`src/rtl/dec4to10_strobe.sv`:
```
`default_nettype none
// ============================================================================
// Module   : dec4to10_strobe
// Purpose  : Registered 4-to-10 decoder; each accepted decimal code becomes a
//            timed active-low strobe on one of ten lines, then an all-high gap.
// Revision : 1.0  initial release
// ============================================================================
module dec4to10_strobe #(
    parameter int PULSE_CYCLES = 4,
    parameter int GAP_CYCLES   = 1
) (
    input  logic       clk,
    input  logic       rst,
    input  logic [3:0] F,
    input  logic       valid,
    output logic       in_ready,
    output logic [9:0] Y,
    output logic       busy,
    output logic       err,
    output logic [3:0] last_code,
    output logic [7:0] code_cnt
);

    localparam logic [1:0] S_IDLE   = 2'd0;
    localparam logic [1:0] S_ASSERT = 2'd1;
    localparam logic [1:0] S_GAP    = 2'd2;

    localparam logic [9:0] c_all_high  = 10'h3FF;
    localparam logic [7:0] c_pulse_ld  = 8'(PULSE_CYCLES - 1);
    // Only meaningful when a gap exists; unused when GAP_CYCLES is zero.
    localparam logic [7:0] c_gap_ld    = 8'(GAP_CYCLES - 1);
    localparam logic       c_has_gap   = (GAP_CYCLES > 0);

    logic [1:0] r_state;
    logic [7:0] r_count;
    logic [9:0] r_y;
    logic       r_err;
    logic [3:0] r_last_code;
    logic [7:0] r_code_cnt;

    logic       w_accept;

    assign w_accept = valid && (r_state == S_IDLE);

    always_ff @(posedge clk) begin
        if (rst) begin
            r_state     <= S_IDLE;
            r_count     <= 8'd0;
            r_y         <= c_all_high;
            r_err       <= 1'b0;
            r_last_code <= 4'd0;
            r_code_cnt  <= 8'd0;
        end else begin
            r_err <= 1'b0;
            case (r_state)
                S_IDLE: begin
                    if (w_accept) begin
                        if (F <= 4'd9) begin
                            r_y         <= ~(10'd1 << F);
                            r_last_code <= F;
                            r_code_cnt  <= r_code_cnt + 8'd1;
                            r_count     <= c_pulse_ld;
                            r_state     <= S_ASSERT;
                        end else begin
                            r_err <= 1'b1;
                        end
                    end
                end
                S_ASSERT: begin
                    if (r_count != 8'd0) begin
                        r_count <= r_count - 8'd1;
                    end else begin
                        r_y <= c_all_high;
                        if (c_has_gap) begin
                            r_count <= c_gap_ld;
                            r_state <= S_GAP;
                        end else begin
                            r_state <= S_IDLE;
                        end
                    end
                end
                S_GAP: begin
                    if (r_count != 8'd0) begin
                        r_count <= r_count - 8'd1;
                    end else begin
                        r_state <= S_IDLE;
                    end
                end
                default: begin
                    r_state <= S_IDLE;
                    r_count <= 8'd0;
                    r_y     <= c_all_high;
                end
            endcase
        end
    end

    assign in_ready  = (r_state == S_IDLE);
    assign busy      = (r_state != S_IDLE);
    assign Y         = r_y;
    assign err       = r_err;
    assign last_code = r_last_code;
    assign code_cnt  = r_code_cnt;

endmodule
`default_nettype wire

```
`config.mk`:
```
export PLATFORM = sky130hd
export DESIGN_NAME = dec4to10_strobe
export DESIGN_NICKNAME = d
export VERILOG_FILES = /design/src/rtl/dec4to10_strobe.sv
export SDC_FILE = /design/constraint.sdc
export NUM_CORES = 1
export LEC_CHECK = 0
export BUFFER_PORTS_ARGS = -buffer_cell sky130_fd_sc_hd__buf_2
export CAP_MARGIN = 20
export CORE_MARGIN = 2
export CORE_UTILIZATION = 40
export DETAILED_ROUTE_END_ITERATION = 8
export GPL_TIMING_DRIVEN = 0
export SLEW_MARGIN = 0
export SYNTH_ARGS = -nofsm -noshare
export SYNTH_HDL_FRONTEND = slang
export SYNTH_SLANG_ARGS = --single-unit
```
`constraint.sdc`:
```
create_clock -name clk -period 4.49 [get_ports clk]
set_input_delay 0.2245 -clock clk [delete_from_list [all_inputs] [get_ports clk]]
set_output_delay 0.2245 -clock clk [all_outputs]
set_load 0.01 [all_outputs]
```
==> results.txt <==
----------------------------------------------------
[Job]
  Max Cap Viol ... 0

[Yosys]
  Syn Inst Count ... around 190
  Yosys warnings ... 0
  Share of flip-flops with an asynchronous set or reset ... 0
  Largest area contributor in the netlist ... sky130_fd_sc_hd__dfxtp_1
  Flip-flop cell with the highest count after synthesis ... sky130_fd_sc_hd__dfxtp_1
  Number of register bits inferred by synthesis ... 33
  Mapped cell area ... 0.00162 sq mm
  Top cells by area in the synthesized netlist ... sky130_fd_sc_hd__dfxtp_1 (41%), sky130_fd_sc_hd__mux2i_1 (6.8%), sky130_fd_sc_hd__nor2_1 (5.1%)
  Sequential area share after synthesis ... 0.408
  Number of different library cells in the post-synthesis netlist ... 41
  Share of the synthesized area in the top cell type ... 0.408
  Synthesized net count ... between 150 and 200
  Number of enable flip-flop cells after synthesis ... 0
  Average footprint of a synthesized cell ... 8.76 sq um

[STA]
  Final Hold Fails ... 0
  Final worst path period need ... 1.87 ns
  Maximum achievable frequency ... 0.536 GHz
  Setup ws final ... 2.62 ns
  Final-report setup violation count ... 0
  Max-slew headroom at the worst pin ... 0.661
  RSZ-0062 raised after global routing ... no
  Worst clock skew ... 0.00705 ns
  Max-slew violation count ... 0
  Worst-margin pin slew ... 0.505 ns
  Total Negative Setup Slacks ... 0 ns
  Worst hold slack after final layout ... 0.174 ns
  Final worst-path cycle share ... 0.416

[Setup path]
  Crit path from ... r_count[0]
  Required time at the endpoint of the critical path ... 4.70 ns
  Crit path capture type ... register
  Total number of cells along the worst setup path ... 6
  Slowest-stage cell, CP ... sky130_fd_sc_hd__or3b_2
  CP max FO ... 10
  Depth of the worst register-to-register path ... 6
  Critical setup path kind ... reg -> reg
  R2R setup slack ... 2.62 ns
  Crit start category ... register
  Family of cells with the greatest summed delay on the critical path ... simple AND/OR/NAND/NOR gates
  Critical Path AT ... 2.07 ns
  Crit path capture ... r_count[1]
  Capture instance of the worst register-to-register path ... r_count[1]
  Bufs and invs on worst path ... 1
  CP Cell Sequence ... inv_1, ha_1, or3b_2, nor3_4, o21ai_0, a21oi_1
  R2r startpoint ... r_count[0]
  Maximum cell stage delay along the critical path ... 0.51 ns

[Placed design]
  Count of buffers inserted at the top-level ports ... 30
  Placed cell count ... 265
  GP Congestion ... 0.778
  HPWL reported at the end of detailed placement ... approximately 2600 um
  Minimum setup slack after placement ... between 2 and 3 ns

[Layout]
  Most frequent standard cell in the layout excluding fill and tap cells ... sky130_fd_sc_hd__dfxtp_1
  Post-route insts no fill ... between 200 and 300
  Layout overhead on the synthesized area ... 20.3%
  Number of antenna cells inserted ... 0
  Commonest cells after routing, fill and taps aside ... sky130_fd_sc_hd__dfxtp_1 (33), sky130_fd_sc_hd__buf_2 (31), sky130_fd_sc_hd__nor2_1 (22)
  Final net count ... ~230
  Fraction of layout instances using a drive strength above 1 ... 0.224

[Routing]
  Per-cell via count in the routed design ... between 5 and 6
  Routed vias ... 1478
  Met2 WL post-DR ... 1610 um
  Antenna viol nets, final ... 0
  Wire length per cell ... about 13 um
  Total wire length after detailed routing ... 3630 um
  Number of optimization iterations in the first detailed-route pass ... 4
  Highest metal layer used by the detailed router ... met4
  DRC ... 0
  Met1 WL ... about 1800 um
  First DRT Iteration DRCs ... 44
  Length of routed met3 wiring ... about 140 um

[Floorplan]
  Total core area ... roughly 0.004 sq mm
  Starting density of the core ... 0.411
  I/O pin total ... 32
  Horizontal extent of the die ... 67.6 um
  Die outline area ... ~0.0046 sq mm
  Number of cell rows ... 23
  Overall die height ... around 68 um

[Clocking]
  H-Tree Level Count ... 2
  Clock sink total ... 33
  Clock transition at path regs ... 0.07 ns
  Buffer cell driving the clock tree root ... sky130_fd_sc_hd__clkbuf_8
  Number of resized instances in the post-cts repair step ... 0
  Maximum root-to-sink buffer count ... 2
  Clk_lat worst skew ... about 0.28 ns
  Total clock buffers created by CTS ... 5
  CTS tree ... built
  Number of hold buffers added after CTS ... 0
  Number of post-CTS setup repair buffers ... 0

[Power and ir drop]
  Largest voltage drop on the vdd net ... between 200 and 300 uV
  Leak pwr ... around 0.77 nW
  Sequential fraction of design power ... 0.358
  Power density over the cells ... around 540 mW/mm^2
  Internal portion of total power ... 0.674 mW
  Switching Share ... 0.356
  Logic gate share of total power ... 0.368
  Share of power burned in the clock network ... 0.274
  Net switching power ... 0.372 mW

[Global route]
  Via count of the first global-routing pass ... around 1300
  Number of antenna violations at the first check in global routing ... 0
  Wire length of the first global-routing pass ... a little over 6000 um
  Total GRT Usage ... 0.175
  Maximum number of pins on one net before global-route repair ... 11
  Sum of overflow across all layers after global routing ... 0

[Status]
  Run status ... finished, final reports clean

[Hold path]
  Class of the most critical hold timing path ... in -> reg

----------------------------------------------------
power by group through the flow:
| stage | sequential (mW) | clock (mW) | combinational [mW] |
|---|---|---|---|
| after floorplan | 0.374 | 0 | 0.302 |
| after global placement | 0.379 | 0 | 0.382 |
| after detailed placement | 0.380 | 0 | 0.384 |
| after CTS | 0.374 | 0.295 | 0.388 |
| after global routing | 0.380 | 0.310 | 0.426 |
| final | 0.375 | 0.286 | 0.385 |
worst min path at each step:
| stage | start | endpoint | cells past startpoint |
|---|---|---|---|
| finish | valid | last_code[3] | 2 |
| global route | valid | last_code[3] | 2 |
| CTS | valid | last_code[3] | 2 |
| detailed placement | last_code[1] | last_code[1] | 2 |
| global placement | last_code[0] | last_code[0] | 2 |
| floorplan | valid | last_code[3] | 1 |
routing by layer:
layer  vias up  track usage
met3         6       0.0550
li1        746            -
met1       704        0.238
met5         -            0
met4         0       0.0689
met2        22        0.256
cell families after synthesis:
kind of cell	Yosys count	share of synthesized area
simple gates	88	0.310
flops	33	0.408
compound gates	30	0.121
buf+inv	13	0.0309
mux	11	0.0680
xor+xnor	6	0.0324
fa+ha+maj	4	0.0293
flip-flops by register name, indices dropped and copies added (netlist names):
register	count
Y	10
code_cnt	8
err	1
last_code	4
r_count	8
r_state	2
through the flow:
step	area, sq um	power [mW]	util
after floorplan	1620	0.676	-
final	1950	1.05	0.494
after global routing	1950	1.12	0.494
after detailed placement	1830	0.764	0.465
after global placement	1830	0.761	0.465
after CTS	1950	1.06	0.494
cell type report:
class	count	area (sq um)
timing repair buffer	30	150
clock buffer	7	86.3
fill	378	1990
sequential	33	661
inverter	4	15.0
multi-input combinational	139	910
tap	50	62.6
buffer	9	35.0
clock inverter	1	30.0
Yosys cell counts (2+ instances only):
cell type and count:
sky130_fd_sc_hd__mux2i_1 11, sky130_fd_sc_hd__or4_1 8, sky130_fd_sc_hd__and3_1 2, sky130_fd_sc_hd__o21ai_0 2, sky130_fd_sc_hd__clkbuf_1 8, sky130_fd_sc_hd__nor3_1 9, sky130_fd_sc_hd__nand2_2 2, sky130_fd_sc_hd__nand2b_1 5
sky130_fd_sc_hd__dfxtp_1 33, sky130_fd_sc_hd__or4_4 2, sky130_fd_sc_hd__inv_1 4, sky130_fd_sc_hd__xor2_1 6, sky130_fd_sc_hd__o31ai_1 6, sky130_fd_sc_hd__nor2_1 22, sky130_fd_sc_hd__and2_1 2, sky130_fd_sc_hd__ha_1 3
sky130_fd_sc_hd__a21oi_1 16, sky130_fd_sc_hd__nand3_1 5, sky130_fd_sc_hd__or3_1 2, sky130_fd_sc_hd__nand2_1 12, sky130_fd_sc_hd__nand4_1 4, sky130_fd_sc_hd__nand3b_1 2
Note: power is estimated with default switching activity, not from simulation.
